`config.mk`:
```
export PLATFORM = sky130hd
export DESIGN_NAME = fib_datapath
export DESIGN_NICKNAME = d
export VERILOG_FILES = /design/src/rtl/fib_datapath_pkg.sv /design/src/rtl/fib_datapath_regfile.sv /design/src/rtl/fib_datapath.sv
export SDC_FILE = /design/constraint.sdc
export NUM_CORES = 1
export LEC_CHECK = 0
export ABC_AREA = 0
export ABC_CLOCK_PERIOD_IN_PS = 4050
export BUFFER_PORTS_ARGS = -buffer_cell sky130_fd_sc_hd__buf_2
export CORE_ASPECT_RATIO = 1.75
export CORE_MARGIN = 4
export CORE_UTILIZATION = 57
export CTS_CLUSTER_DIAMETER = 50
export DETAILED_ROUTE_END_ITERATION = 7
export PLACE_DENSITY = 0.77
export SLEW_MARGIN = 10
export SYNTH_ARGS = -nofsm -noshare
export SYNTH_HDL_FRONTEND = slang
export SYNTH_SLANG_ARGS = --single-unit
```
`constraint.sdc`:
```
create_clock -name CLK -period 4.05 [get_ports CLK]
set_input_delay 0.405 -clock CLK [delete_from_list [all_inputs] [get_ports CLK]]
set_output_delay 0.405 -clock CLK [all_outputs]
set_load 0.02 [all_outputs]
```
`src/rtl/fib_datapath_pkg.sv`:
```
// fib_datapath_pkg: opcode encoding and register index names shared by fsm and datapath
package fib_datapath_pkg;
    localparam int OPW = 3;
    typedef enum logic [OPW-1:0] {
        OP_NOP = 3'b000,
        OP_LDN = 3'b001,
        OP_CLR = 3'b010,
        OP_INC = 3'b011,
        OP_DEC = 3'b100,
        OP_MOV = 3'b101,
        OP_ADD = 3'b110,
        OP_OUT = 3'b111
    } op_t;
    localparam logic [1:0] R_A   = 2'd0;
    localparam logic [1:0] R_B   = 2'd1;
    localparam logic [1:0] R_CNT = 2'd2;
    localparam logic [1:0] R_TMP = 2'd3;
endpackage

```
`src/rtl/fib_datapath_regfile.sv`:
```
// fib_datapath_regfile: 2**AW x WIDTH registers, two async read ports, one sync write port
//   clk/rst: clock, sync active-high reset; we/wa/wd: write port; ra/rb -> rda/rdb: read ports
module fib_datapath_regfile #(
    parameter int WIDTH = 8,
    parameter int AW    = 2
) (
    input  logic             clk,
    input  logic             rst,
    input  logic             we,
    input  logic [AW-1:0]    wa,
    input  logic [WIDTH-1:0] wd,
    input  logic [AW-1:0]    ra,
    input  logic [AW-1:0]    rb,
    output logic [WIDTH-1:0] rda,
    output logic [WIDTH-1:0] rdb
);
    logic [WIDTH-1:0] r [2**AW];

    always_ff @(posedge clk) begin
        if (rst) r <= '{default: '0};
        else if (we) r[wa] <= wd;
    end

    assign rda = r[ra];
    assign rdb = r[rb];
endmodule

```
`src/rtl/fib_datapath.sv`:
```
// fib_datapath: register file + single-op ALU executing fsm opcodes to compute F(N)
//   CLK/RST: clock, sync active-high reset; opcode/operand1(rd)/operand2(rs): fsm command
//   N_IN: loop count for LDN; ZERO_FLAG: last written value was 0; OVERFLOW: sticky carry
//   RESULT/RESULT_VALID: value captured by OUT and its one-cycle strobe
module fib_datapath
    import fib_datapath_pkg::*;
#(
    parameter int SIZE  = 4,
    parameter int WIDTH = 8
) (
    input  logic             CLK,
    input  logic             RST,
    input  logic [SIZE-2:0]  opcode,
    input  logic [SIZE-3:0]  operand1,
    input  logic [SIZE-3:0]  operand2,
    input  logic [WIDTH-1:0] N_IN,
    output logic             ZERO_FLAG,
    output logic             OVERFLOW,
    output logic [WIDTH-1:0] RESULT,
    output logic             RESULT_VALID
);
    op_t              op;
    logic [WIDTH-1:0] a, b, wd;
    logic [WIDTH:0]   sum;
    logic             we, carry;

    fib_datapath_regfile #(.WIDTH(WIDTH), .AW(SIZE-2)) u_rf (
        .clk(CLK),
        .rst(RST),
        .we (we),
        .wa (operand1),
        .wd (wd),
        .ra (operand1),
        .rb (operand2),
        .rda(a),
        .rdb(b)
    );

    assign op = op_t'(opcode);

    // INC and ADD share one adder so both produce the carry that feeds OVERFLOW
    always_comb begin
        sum   = {1'b0, a} + (op == OP_ADD ? {1'b0, b} : (WIDTH+1)'(1));
        we    = op != OP_NOP && op != OP_OUT;
        carry = (op == OP_ADD || op == OP_INC) && sum[WIDTH];
        wd    = op == OP_LDN ? N_IN :
                op == OP_CLR ? '0 :
                op == OP_DEC ? a - 1'b1 :
                op == OP_MOV ? b : sum[WIDTH-1:0];
    end

    always_ff @(posedge CLK) begin
        if (RST) begin
            ZERO_FLAG    <= 1'b0;
            OVERFLOW     <= 1'b0;
            RESULT       <= '0;
            RESULT_VALID <= 1'b0;
        end else begin
            RESULT_VALID <= op == OP_OUT;
            if (op == OP_OUT) RESULT <= a;
            if (we) ZERO_FLAG <= wd == '0;
            if (carry) OVERFLOW <= 1'b1;
        end
    end
endmodule

```
==> results.md <==
- The via count is ~2700.
- The total die area is ~0.0064 mm^2.
- CTS saw 43 sinks.
- The total core area is ~0.0050 mm^2.
- The fraction of synthesis flops using an asynchronous set or reset pin is 0%.
- The mapped netlist covers 0.00294 mm^2.
- VDD sags by at most 0.000226 V.
- Setup repair after global routing left no endpoint under its margin.
- The first-pass iteration count of the detailed router is 5.
- Counting flops with a built-in enable in the synthesized netlist gives 0.
- In this run the post-CTS setup repair buffer count came out at 0.
- The cell count after synthesis is between 300 and 400.
- For this design the ratio of total power to cell area is ~310 mW/mm^2.
- The final wirelength is 7.65 mm.
- The leakage power of the design is around 1.4 nW.
- The critical path data arrival time is about 3500 ps.
- The hold-fix buffer count after cts is 0.
- The fraction of layout cells with a size suffix above 1 is between 10% and 20%.
- The largest area contributor in the netlist is dfxtp_1.
- The number of max-slew violations in the final report came to 0.
- During I/O placement, the number of pins put on the boundary was 28.
- The tree is rooted in a clkbuf_8.
- STA classifies the critical path endpoint as a register.
- The violation count after the first detailed-route iteration is around 250.
- The post-DP HPWL is between 5 and 6 mm.
- The number of gates resized after CTS was 0.
- Cells fill between 60% and 70% of the core in the end.
- The clock buffer count from CTS is 5.
- The post-detailed-route count of antenna-violating nets is 0.
- The final critical path takes up around four fifths of the cycle.
- The post-route minimum period is about 3200 ps.
- The number of rows in the core area is 34.
- The global-route wire length before repair is about 13 mm.
- The leftover overflow at the end of global routing is 0.
- After routing the design area is approximately 0.0032 mm^2.
- The detailed-route DRC error count is 0.
- The post-synthesis average cell area is between 8 and 9 um^2.
- The count of different cell masters after synthesis is 54.
- The number of antenna violations at the first check in global routing is 0.
- The final clock skew is roughly 14 ps.
- In the synthesized netlist, the cells that appear most often are 51 x nor2_1, 43 x dfxtp_1, 40 x nand2_1.
- The startpoint type of the worst setup path is an input pin.
- Setup violations remaining at the end of the flow were counted as 0.
- Routability-driven placement finished with a final weighted congestion of approximately 0.9.
- The worst setup path is of the input pin to register kind.
- The tightest min-delay check is of the register to register type.
- After synthesis, flip-flops and latches occupy 29.3% of the total area.
- The port buffer count is 27.
- The area added between synthesis and finish is 8.93%.
- The number of inserted diodes is 0.
- The maximum number of pins on one net before global-route repair is 45.
- Clock-pin slew was measured on the worst setup and hold paths at 80 ps.
- The sequential cells in the finished layout cover a total of between 800 and 900 um^2.
- After filler insertion, the fill cell instance count of the layout stands at about 450.
- The total placed instance area is around 0.0031 mm^2.
- The number of global-route vias before repair is 2664.
- Adding up every negative setup slack in the final design gives 0 ps.
- By area the synthesized netlist is led by dfxtp_1 29%, mux4_2 9.2%, mux2i_1 8.2%.
- The flow ran to the end, and the final reports show no timing, DRC or antenna violations.
- The maximum buffer depth of the clock tree is 2.
- The relative slew slack is between 30% and 40%.
- The fmax is roughly 0.31 GHz.
- The number of hold violations in the final report is 0.
- The post-synthesis net count is about 370.
- The highest net fanout along the worst path is 8.
- The routed length per instance is 18.4 um.
- The net count of the finished layout is 388.
- The count of cells in the finished layout, fillers not included, comes to 415.
- In this run, placement finished with an instance count of 408.
- Yosys printed 0 warnings.
- The transition time of the tightest slew-check pin is ~990 ps.
- The most used standard cell by instance count after synthesis is nor2_1.
- The most used flip-flop cell after synthesis is dfxtp_1.
- The clock tree from TritonCTS is done.
- The clock latency on the worst-skew pair is approximately 300 ps.
- The number of H-tree levels is 2.
- The vertical die dimension is around 100 um.
- The required time reported for the critical path endpoint is between 4000 and 5000 ps.
- The tool flagged a number of max-cap violations equal to 0.
- Once the floorplan was initialized, standard cells occupied about 59% of the core.
- The power after layout is 1.00 mW.
- The width of the die is 62.3 um.
- In the final layout, the multi-input gates occupy about 0.002 mm^2.
- The mean number of vias per cell is roughly 6.5.
- The post-synthesis register bit count is 43.
- The portion of synthesized cell area occupied by the leading cell type is about 29%.
- The overall routing resource usage is 24.3%.
## stage by stage
step                setup slack [ps]  hold WS (ps)
floorplan                        934           442
CTS                              849           448
finish                           820           446
detailed placement               560           436
global route                     594           467
global placement                 578           436
## critical path, stage by stage
cell and delay, ps:
buf_2 270, mux4_2 560, nand2b_1 160, ha_1 210, fa_1 460, nand2_1 70
o21ai_0 80, a222oi_1 260, o21ai_0 320, nor3_1 240, nand3_1 140, nor3_1 160
a32o_1 140
## power breakdown
| group | internal, mW | switching (mW) |
|---|---|---|
| logic | 0.0931 | 0.129 |
| registers | 0.438 | 0.0118 |
| clock network | 0.180 | 0.149 |
## cell families (layout without fill, tap and decap cells)
group / count (synthesis) / in the layout / share of synthesized area, %
buffers and inverters: 32 / 49 / 4.38
DFF: 43 / 43 / 29.3
AOI/OAI and AO/OA: 73 / 73 / 16.2
xor gates and xnor gates: 7 / 7 / 2.08
adders and majority gates: 10 / 10 / 4.51
muxes: 40 / 40 / 20.9
and+or+nand+nor: 139 / 139 / 22.6
## final cells by class
class	instances	share of cell area, %
multi-input combinational	269	60.9
sequential	43	26.9
timing repair buffer	34	5.86
clock buffer	5	2.15
tap	54	2.11
clock inverter	2	1.17
inverter	8	0.937
## flip-flops by register name, indices dropped and copies added, names as in the netlist
register and cells:
RESULT_VALID 1, OVERFLOW 1, RESULT 8, u_rf.r 32, ZERO_FLAG 1
## placed cells by master (no fill, tap or decap), types with 5 or more instances in the layout
master    count
mux4_2       12
o21ai_0      17
and2_1        6
nand3_1       6
clkbuf_8      5
inv_1         8
buf_2        27
nand2b_1      5
mux2i_1      24
nor2_1       51
dfxtp_1      43
nand2_1      40
nor3_1        8
ha_1          9
buf_4         7
a21oi_1      24
## path summary, 6_finish.rpt
check	slack [ps]	end	cells past startpoint	startpoint
worst min register to register	450	OVERFLOW$_SDFFE_PP0P_	2	OVERFLOW$_SDFFE_PP0P_
worst max-delay path	820	ZERO_FLAG$_SDFFE_PP0P_	13	operand2[1]
worst min-delay path	450	OVERFLOW$_SDFFE_PP0P_	2	OVERFLOW$_SDFFE_PP0P_
worst max register to register	950	ZERO_FLAG$_SDFFE_PP0P_	12	u_rf.r[0]$_SDFFE_PP0P_
## routing by layer
layer	vias to the layer above	GRT usage (%)	wire length, um
met5	-	0	0
met4	0	11.4	316
met3	32	3.71	398
met2	111	46.3	4090
met1	1299	25.9	2840
li1	1270	-	-
No activity file was read; power rests on OpenSTA's default activity.
